**src/rtl/decode_stage.sv**
```systemverilog
// Registered RV32I decode stage with valid/ready on both sides, optional 1-entry skid buffer
// (SKID_EN) and flush. Define DECODE_RV32M_EN to accept M-extension ALU ops (funct7=0000001).
module decode_stage #(
  parameter int PC_W    = 32,
  parameter bit SKID_EN = 1'b1
) (
  input  logic            i_clk,
  input  logic            i_rst_n,
  input  logic            i_valid,
  output logic            o_ready,
  input  logic [31:0]     i_instr,
  input  logic [PC_W-1:0] i_pc,
  input  logic            i_flush,
  output logic            o_valid,
  input  logic            i_ready,
  output logic [PC_W-1:0] o_pc,
  output logic [31:0]     o_imm,
  output logic [4:0]      o_rd,
  output logic [4:0]      o_rs1,
  output logic [4:0]      o_rs2,
  output logic [3:0]      o_alu_op,
  output logic            o_rs1_pc,
  output logic            o_rs2_imm,
  output logic            o_branch,
  output logic [2:0]      o_branch_type,
  output logic            o_jump,
  output logic [1:0]      o_loadstore,
  output logic            o_load_zext,
  output logic            o_illegal,
  output logic            o_muldiv
);
  // Handshake: a word moves on an edge where valid & ready are both high on that side;
  // the producer holds valid and data stable until then, ready never depends on i_flush.

  localparam logic [6:0] OP_LUI    = 7'b0110111;
  localparam logic [6:0] OP_AUIPC  = 7'b0010111;
  localparam logic [6:0] OP_JAL    = 7'b1101111;
  localparam logic [6:0] OP_JALR   = 7'b1100111;
  localparam logic [6:0] OP_BRANCH = 7'b1100011;
  localparam logic [6:0] OP_LOAD   = 7'b0000011;
  localparam logic [6:0] OP_STORE  = 7'b0100011;
  localparam logic [6:0] OP_ALUIMM = 7'b0010011;
  localparam logic [6:0] OP_ALU    = 7'b0110011;
  localparam logic [6:0] OP_FENCE  = 7'b0001111;
  localparam logic [6:0] OP_SYSTEM = 7'b1110011;

  typedef struct packed {
    logic [PC_W-1:0] pc;
    logic [31:0]     imm;
    logic [4:0]      rd;
    logic [4:0]      rs1;
    logic [4:0]      rs2;
    logic [3:0]      alu_op;
    logic            rs1_pc;
    logic            rs2_imm;
    logic            branch;
    logic [2:0]      branch_type;
    logic            jump;
    logic [1:0]      loadstore;
    logic            load_zext;
    logic            illegal;
    logic            muldiv;
  } dec_t;

  logic [6:0]  op;
  logic [2:0]  f3;
  logic [6:0]  f7;
  logic [31:0] imm_i, imm_s, imm_b, imm_u, imm_j;
  dec_t        dec, out_q, skid_q;
  logic        out_valid, skid_full, ready_q, accept;

  assign op    = i_instr[6:0];
  assign f3    = i_instr[14:12];
  assign f7    = i_instr[31:25];
  assign imm_i = {{20{i_instr[31]}}, i_instr[31:20]};
  assign imm_s = {{20{i_instr[31]}}, i_instr[31:25], i_instr[11:7]};
  assign imm_b = {{19{i_instr[31]}}, i_instr[31], i_instr[7], i_instr[30:25], i_instr[11:8], 1'b0};
  assign imm_u = {i_instr[31:12], 12'b0};
  assign imm_j = {{11{i_instr[31]}}, i_instr[31], i_instr[19:12], i_instr[20], i_instr[30:21], 1'b0};

  always_comb begin
    dec         = '0;
    dec.pc      = i_pc;
    dec.rd      = i_instr[11:7];
    dec.rs1     = i_instr[19:15];
    dec.rs2     = i_instr[24:20];
    dec.rs2_imm = (op != OP_ALU);
    unique case (op)
      OP_LUI:   begin dec.imm = imm_u; dec.rs1 = '0; end
      OP_AUIPC: begin dec.imm = imm_u; dec.rs1_pc = 1'b1; end
      OP_JAL:   begin dec.imm = imm_j; dec.rs1_pc = 1'b1; dec.jump = 1'b1; end
      OP_JALR: begin
        dec.imm = imm_i; dec.rs1_pc = 1'b1; dec.jump = 1'b1;
        dec.illegal = (f3 != 3'b000);
      end
      OP_BRANCH: begin
        dec.imm = imm_b; dec.rs1_pc = 1'b1; dec.branch = 1'b1;
        dec.branch_type = f3; dec.rd = '0;
        dec.illegal = (f3 == 3'b010) || (f3 == 3'b011);
      end
      OP_LOAD: begin
        dec.imm = imm_i; dec.loadstore = f3[1:0] + 2'd1; dec.load_zext = f3[2];
        dec.illegal = (f3 == 3'b011) || (f3 == 3'b110) || (f3 == 3'b111);
      end
      OP_STORE: begin
        dec.imm = imm_s; dec.loadstore = f3[1:0] + 2'd1; dec.rd = '0;
        dec.illegal = (f3 > 3'b010);
      end
      OP_ALUIMM: begin
        dec.imm    = imm_i;
        dec.alu_op = {(f3 == 3'b101) ? i_instr[30] : 1'b0, f3};
        // Shift immediates reuse funct7 as an encoding field; anything else there is reserved.
        dec.illegal = ((f3 == 3'b001) && (f7 != 7'b0000000)) ||
                      ((f3 == 3'b101) && (f7 != 7'b0000000) && (f7 != 7'b0100000));
      end
      OP_ALU: begin
        dec.alu_op = {i_instr[30], f3};
        if (f7 == 7'b0100000) begin
          dec.illegal = (f3 != 3'b000) && (f3 != 3'b101);
        end else if (f7 == 7'b0000001) begin
`ifdef DECODE_RV32M_EN
          dec.muldiv = 1'b1;
          dec.alu_op = {1'b0, f3};
`else
          dec.illegal = 1'b1;
`endif
        end else if (f7 != 7'b0000000) begin
          dec.illegal = 1'b1;
        end
      end
      OP_FENCE, OP_SYSTEM: dec.imm = imm_i;
      default: dec.illegal = 1'b1;
    endcase
    // Illegal words still flow to execute (which traps), but must have no side effects.
    if (dec.illegal) begin
      dec.rd          = '0;
      dec.branch      = 1'b0;
      dec.branch_type = '0;
      dec.jump        = 1'b0;
      dec.loadstore   = '0;
      dec.muldiv      = 1'b0;
    end
  end

  assign o_ready = SKID_EN ? ready_q : (!out_valid || i_ready);
  assign accept  = i_valid && o_ready && !i_flush;

  always_ff @(posedge i_clk or negedge i_rst_n) begin
    if (!i_rst_n) begin
      out_q     <= '0;
      skid_q    <= '0;
      out_valid <= 1'b0;
      skid_full <= 1'b0;
      ready_q   <= 1'b1;
    end else if (i_flush) begin
      out_valid <= 1'b0;
      skid_full <= 1'b0;
      ready_q   <= 1'b1;
    end else if (!out_valid || i_ready) begin
      if (skid_full) begin
        out_q     <= skid_q;
        out_valid <= 1'b1;
        skid_full <= 1'b0;
        ready_q   <= 1'b1;
      end else if (accept) begin
        out_q     <= dec;
        out_valid <= 1'b1;
      end else begin
        out_valid <= 1'b0;
      end
    end else if (accept) begin
      // Output is stalled; only reachable with the skid buffer enabled.
      skid_q    <= dec;
      skid_full <= 1'b1;
      ready_q   <= 1'b0;
    end
  end

  assign o_valid       = out_valid;
  assign o_pc          = out_q.pc;
  assign o_imm         = out_q.imm;
  assign o_rd          = out_q.rd;
  assign o_rs1         = out_q.rs1;
  assign o_rs2         = out_q.rs2;
  assign o_alu_op      = out_q.alu_op;
  assign o_rs1_pc      = out_q.rs1_pc;
  assign o_rs2_imm     = out_q.rs2_imm;
  assign o_branch      = out_q.branch;
  assign o_branch_type = out_q.branch_type;
  assign o_jump        = out_q.jump;
  assign o_loadstore   = out_q.loadstore;
  assign o_load_zext   = out_q.load_zext;
  assign o_illegal     = out_q.illegal;
  assign o_muldiv      = out_q.muldiv;
endmodule

```
**config.mk**
```make
export PLATFORM = sky130hd
export DESIGN_NAME = decode_stage
export DESIGN_NICKNAME = d
export VERILOG_FILES = /design/src/rtl/decode_stage.sv
export SDC_FILE = /design/constraint.sdc
export NUM_CORES = 1
export LEC_CHECK = 0
export CAP_MARGIN = 40
export CORE_AREA = 2 2 133 135
export DETAILED_ROUTE_END_ITERATION = 10
export DIE_AREA = 0 0 135 137
export GPL_ROUTABILITY_DRIVEN = 0
export GPL_TIMING_DRIVEN = 1
export HOLD_SLACK_MARGIN = 0.02
export PLACE_DENSITY = 0.8
export SLEW_MARGIN = 20
export SYNTH_ARGS = -nofsm -noshare
export SYNTH_HDL_FRONTEND = slang
export SYNTH_SLANG_ARGS = --single-unit
```
**constraint.sdc**
```tcl
create_clock -name i_clk -period 2.75 [get_ports i_clk]
set_clock_uncertainty 0.2 [all_clocks]
set_input_delay 0.55 -clock i_clk [delete_from_list [all_inputs] [get_ports i_clk]]
set_output_delay 0.55 -clock i_clk [all_outputs]
set_load 0.05 [all_outputs]
```
==> reports/qor.csv, run 1 <==
stage;metric;value;unit
layout;fin_cells;1378;
cts;clk_latency;0.43;ns
placed_design;postPlaceCellArea;11100;µm²
detailed_routing;drcViolationCount;0;
grt;antenna_found_initial;0;
cts;cts_buffers;17;
floorplan;die_y;137;µm
run_status;status;finished clean;
layout;fin_area;11800;µm²
synthesis;synth.top_cell.area_share;53.8;%
placed_design;hpwlAfterDp;16.0;mm
synthesis;synthSimpleGateAreaFrac;18.9;%
detailed_routing;drt_first_pass_iters;7;
synthesis;synthAdderAreaFrac;0.566;%
cts;cts_root_buf;clkbuf_16;
detailed_routing;ant_nets;0;
grt;gr-total-overflow;0;
sta;slew_headroom;47.4;%
synthesis;ys_ff_latch;191;
floorplan;initial_utilization;51.8;%
grt;use_met3;5.59;%
grt;grt_pass1_vias;7637;
synthesis;synthTopCellsByArea;dfrtp_1 (54%), nand2_1 (11%), mux2i_1 (4.6%);
cts;path_clk_slew;0.07;ns
detailed_routing;drt_iter0_drc;536;
power_and_ir_drop;power.density;726;nW/µm²
sta;worstMarginPinSlew;0.786;ns
layout;final_core_util;69.1;%
sta;final-setup-viol-count;0;
setup_path;crit_path_cell_trace;clkdlybuf4s50_1 -> inv_1 -> ha_1 -> a211o_1 -> o211a_1 -> a311oi_1 -> nand3_2 -> buf_12 -> o41ai_1;
floorplan;core-area;17100;µm²
layout;nFillCells;1357;
floorplan;rows;48;
setup_path;crit_path_end_kind;flip-flop;
cts;clk_path_buf_depth;2;
floorplan;die_area;18500;µm²
grt;grt.busiest_layer;met2;
synthesis;syn_area;8840;µm²
synthesis;synthFlopType;dfrtp_1;
floorplan;io_pins;166;
synthesis;synth_edf_count;0;
setup_path;slowest_stage;clkdlybuf4s50_1;
sta;fin_ws;0.118;ns
sta;rsz0062_at_grt;false;
layout;antenna_cells;0;
layout;layout_commonest_cell;nand2_1;
sta;hold_violations;0;
synthesis;syn_avg_cell_area;9.32;µm²
placed_design;port_buffers;164;
synthesis;ys_async_sr_fraction;100;%
power_and_ir_drop;ir_drop;0.479;mV
sta;finalSetupTns;0;ns
synthesis;yosysTopAreaCell;dfrtp_1;
setup_path;cpPeakStageDelay;0.49;ns
sta;fin_crit_sh;95.7;%
placed_design;dp_slack;-0.300;ns
min_path;hp-class;reg2reg;
synthesis;synth_xor_area_share;0.198;%
placed_design;dp_cells;1345;
sta;post-route-min-period;2.63;ns
synthesis;synth_top_family_by_area;simple AND/OR/NAND/NOR gates;
layout;drive_gt1_share;11.4;%
synthesis;synth_mux_area_share;5.03;%
cts;clock-sinks;191;
synthesis;netlist-cell-type-count;60;
cts;htree_levels;4;
setup_path;crit_path_start_kind;primary input;
floorplan;die_w;135;µm
detailed_routing;wl;23.2;mm
power_and_ir_drop;totalPowerFinal;8.55;mW
detailed_routing;wire_per_inst;16.8;µm
synthesis;seq_area_frac_synth;54.1;%
layout;nNetsFinal;1213;
sta;hold_ws;0.271;ns
grt;grt_max_degree;61;
setup_path;worstPathArrival;2.74;ns
setup_path;cp_max_fo;12;
synthesis;yosysWarnings;0;
synthesis;synth_cells;948;
synthesis;synth_compound_area_share;16.6;%
run;drv_cap;0;
grt;grtUsageMet1;34.6;%
grt;grt_pass1_wl;38.0;mm
cts;cts_tree;built;
grt;gr-usage-all-layers;26.0;%
layout;final_cell_mix;nand2_1 (262), dfrtp_1 (189), clkdlybuf4s50_1 (163), o21ai_0 (73), buf_4 (72);
grt;met2_usage;42.6;%
setup_path;path_class;in2reg;
layout;area_growth;33.4;%
synthesis;synth_fp_nets;1021;
detailed_routing;vias;7596;
detailed_routing;via_per_inst;5.51;
sta;fmax;0.380;GHz
power_and_ir_drop;p_leak;5.22;nW
sta;slew_viol_final;0;
setup_path;crit_required;2.86;ns
==> critical path, delay by kind of cell <==
family | cells | cell delay [ns]
AND/OR/NAND/NOR | 1 | 0.16
AO/OA/AOI/OAI | 4 | 1.06
adder cells (fa/ha/maj) | 1 | 0.22
buffers and inverters | 3 | 0.73
==> where the power goes <==
group          internal [mW]  switching, mW
Sequential              3.30          0.274
Combinational          0.834           1.47
Clock                   1.56           1.12
Total                   5.70           2.86
==> final cells by class <==
| class | count | area [µm²] | area share [%] |
|---|---|---|---|
| clock inverters | 11 | 179 | 1.52 |
| flip-flops and latches | 191 | 4780 | 40.6 |
| clock buffers | 21 | 450 | 3.82 |
| multi-input cells | 665 | 3680 | 31.2 |
| well taps | 225 | 282 | 2.39 |
| repair buffers | 244 | 2340 | 19.8 |
| inverters | 21 | 78.8 | 0.669 |
==> path summary, 6_finish.rpt <==
| path | startpoint | end | slack (ns) | cells past startpoint |
|---|---|---|---|---|
| max in group asynchronous | i_rst_n | o_pc[29] | 1.23 | 3 |
| worst max register to register | skid_full | o_imm[25] | 0.40 | 5 |
| worst min-delay path | skid_q[28] | skid_q[28] | 0.27 | 2 |
| worst min register to register | skid_q[28] | skid_q[28] | 0.27 | 2 |
| min in group asynchronous | i_rst_n | skid_q[44] | 0.47 | 2 |
| worst max-delay path | i_instr[12] | o_rd[3] | 0.12 | 9 |
==> registers in the layout, summed over array words and instances (netlist names), 2 cells and up <==
name / flops
skid_q: 94
o_imm: 32
o_pc: 32
o_rd: 5
o_rs1: 5
o_rs2: 5
o_alu_op: 4
o_branch_type: 3
o_loadstore: 2
==> Yosys cell counts, drive strengths merged (13+ instances only) <==
master,number
nand2,262
dfrtp,190
o21ai,74
a21oi,64
mux2i,41
clkbuf,39
buf,32
nor2,29
o211ai,26
nand3,23
inv,21
a22oi,19
nand3b,14
a31oi,13
==> per-layer routing <==
| metal | share of wire (%) | routed length, µm |
|---|---|---|
| met5 | 0 | 0 |
| met4 | 1.9 | 434 |
| met3 | 6.0 | 1390 |
| met2 | 48 | 11200 |
| met1 | 44 | 10200 |
==> cell families (layout without fill, tap and decap cells) <==
family / count (synthesis) / in the layout
compound gates: 238 / 238
xor+xnor: 2 / 2
fa+ha+maj: 4 / 4
buf+inv: 92 / 297
flops: 191 / 191
mux: 44 / 44
other cells: 1 / 1
simple gates: 376 / 376
==> what timing repair did <==
| action | CTS | global route |
|---|---|---|
| setup endpoints to repair | 0 | 6 |
| setup buffers | 0 | 0 |
| hold buffers | 1 | 0 |
| gates resized for setup | 0 | 1 |
| hold endpoints to repair | 54 | 0 |
(Power assumes the default switching activity.)
==> inputs of run 2 (changes only) <==
==> constraint.sdc (replaced) <==
create_clock -name i_clk -period 2.75 [get_ports i_clk]
set_clock_uncertainty 0.2 [all_clocks]
set_input_delay 0.4125 -clock i_clk [delete_from_list [all_inputs] [get_ports i_clk]]
set_output_delay 0.4125 -clock i_clk [all_outputs]
set_load 0.05 [all_outputs]
==> run 2 against run 1 <==
Net effect: routed wire length fell by 1.9%; flip-flop and latch count did not move; non-clock buffer count fell by 20; combinational power barely moved; fmax rose by 3.6%.
==> reports/qor.csv, run 2 (synthesis results as in run 1) <==
stage;metric;value;unit;change
min_path;min_from;skid_q[39];;
setup_path;r2r-end;skid_q[60];;
layout;drive_gt1_share;9.89;%;-1.5 points
cts;clk_path_buf_depth;2;;unchanged
placed_design;dp_slack;-0.210;ns;+0.0900 ns
sta;fmax;0.394;GHz;+3.6%
setup_path;cp_max_fo;12;;unchanged
grt;gr-usage-all-layers;25.6;%;-0.38 points
min_path;holdPathEnd;skid_q[39];;
cts;cts_root_buf;clkbuf_16;;
cts;cts_tree;built;;
setup_path;crit_required;2.88;ns;+0.02 ns
grt;gr-total-overflow;0;;unchanged
placed_design;postPlaceCellArea;11000;µm²;-1.2%
power_and_ir_drop;p_leak;5.09;nW;-2.5%
setup_path;r2r_start;o_valid;;
floorplan;die_y;137;µm;unchanged
sta;slew_viol_final;0;;unchanged
layout;largest-register;skid_q;;
sta;fin_crit_sh;92.4;%;-3.3 points
floorplan;die_area;18500;µm²;unchanged
power_and_ir_drop;power.density;712;nW/µm²;-1.9%
run;drv_cap;0;;unchanged
run_status;status;finished clean;;
detailed_routing;drt_iter0_drc;417;;-22%
floorplan;die_w;135;µm;unchanged
floorplan;rows;48;;unchanged
grt;grt_pass1_wl;37.4;mm;-1.5%
layout;nFillCells;1414;;+4.2%
placed_design;hpwlAfterDp;15.3;mm;-4.3%
layout;fin_cells;1358;;-1.5%
layout;antenna_cells;0;;unchanged
layout;area_growth;31.1;%;
setup_path;rr_worst_depth;5;;unchanged
layout;multi_input_area;3670;µm²;-0.14%
power_and_ir_drop;totalPowerFinal;8.25;mW;-3.5%
layout;nNetsFinal;1193;;-1.6%
grt;grt_pass1_vias;7432;;-2.7%
cts;htree_levels;4;;unchanged
min_path;min_path_cells;2;;unchanged
detailed_routing;ant_nets;0;;unchanged
cts;cts_buffers;17;;unchanged
layout;fin_area;11600;µm²;-1.7%
detailed_routing;wire_per_inst;16.7;µm;-0.50%
min_path;hp-class;reg2reg;;
power_and_ir_drop;ir_drop;0.478;mV;-0.28%
sta;worstMarginPinSlew;0.780;ns;-0.00688 ns
detailed_routing;drt_first_pass_iters;5;;-2
setup_path;path_class;in2reg;;
sta;slew_headroom;47.8;%;+0.46 points
setup_path;reg2reg_setup_slack;0.48;ns;+0.08 ns
layout;layout_commonest_cell;nand2_1;;
setup_path;crit_path_end_kind;flip-flop;;
detailed_routing;via_per_inst;5.56;;+0.88%
grt;grt_max_degree;123;;+100%
sta;rsz0062_at_grt;false;;
cts;clock-sinks;191;;unchanged
cts;path_clk_slew;0.07;ns;about the same
layout;final_cell_mix;nand2_1 (262), dfrtp_1 (189), clkdlybuf4s50_1 (163), o21ai_0 (73), a21oi_1 (64);;
detailed_routing;vias;7552;;-0.58%
setup_path;worstPathArrival;2.67;ns;-0.07 ns
sta;hold_ws;0.267;ns;-0.00470 ns
detailed_routing;drcViolationCount;0;;unchanged
sta;hold_violations;0;;unchanged
floorplan;io_pins;166;;unchanged
placed_design;port_buffers;164;;unchanged
sta;fin_ws;0.209;ns;+0.0911 ns
detailed_routing;wl;22.7;mm;-1.9%
layout;regArea;4780;µm²;unchanged
sta;final-setup-viol-count;0;;unchanged
layout;largest_reg_flops;94;;unchanged
floorplan;core-area;17100;µm²;unchanged
sta;post-route-min-period;2.54;ns;-0.0911 ns
floorplan;initial_utilization;51.8;%;unchanged
cts;clk_latency;0.43;ns;about the same
placed_design;dp_cells;1325;;-1.5%
grt;antenna_found_initial;0;;unchanged
setup_path;crit_path_start_kind;primary input;;
## run 2: worst max-delay path: stages
cell and delay [ns]:
clkdlybuf4s50_1 0.54, buf_4 0.22, and3b_1 0.22, o21bai_1 0.11, a2111oi_1 0.55, nor2_1 0.34
a22oi_1 0.28
## run 2: report_power, final
part           total [mW]  internal [mW]  switching (mW)
combinational        2.28          0.816            1.46
sequential           3.57           3.30           0.270
clock                2.40           1.29            1.11
total                8.25           5.41            2.84
## run 2: worst max-delay path by stage
stage	start	to
CTS	i_instr[2]	skid_q[60]
global placement	i_instr[2]	skid_q[61]
detailed placement	i_instr[2]	skid_q[57]
floorplan	i_instr[12]	skid_q[1]
global route	i_instr[2]	skid_q[60]
finish	i_instr[2]	skid_q[60]
## run 2: area by class of cell
class	count	area share, %
timing repair buffer	224	19.0
sequential	191	41.3
multi-input combinational	665	31.7
clock buffer	19	3.82
inverter	21	0.680
clock inverter	13	1.09
tap	225	2.43
## run 2: per-layer routing
layer	vias up	share of wire (%)	global-route usage, %
li1	3598	-	-
met1	3669	43	34.2
met2	250	48	42.2
met3	35	6.4	5.56
met4	0	1.8	7.75
met5	-	0	0
## run 2: metrics by stage
step           utilization, %  TNS [ns]
2_1_floorplan               -         0
3_3_place_gp             64.5     -2.80
3_5_place_dp             64.5     -4.29
4_1_cts                  67.9         0
5_1_grt                  67.9         0
6_report                 67.9         0
## run 2: timing repair
action                    in CTS  in global routing
buffers inserted               0                  0
hold endpoints to repair      65                  0
gates resized for setup        0                  0
hold buffers                   1                  0
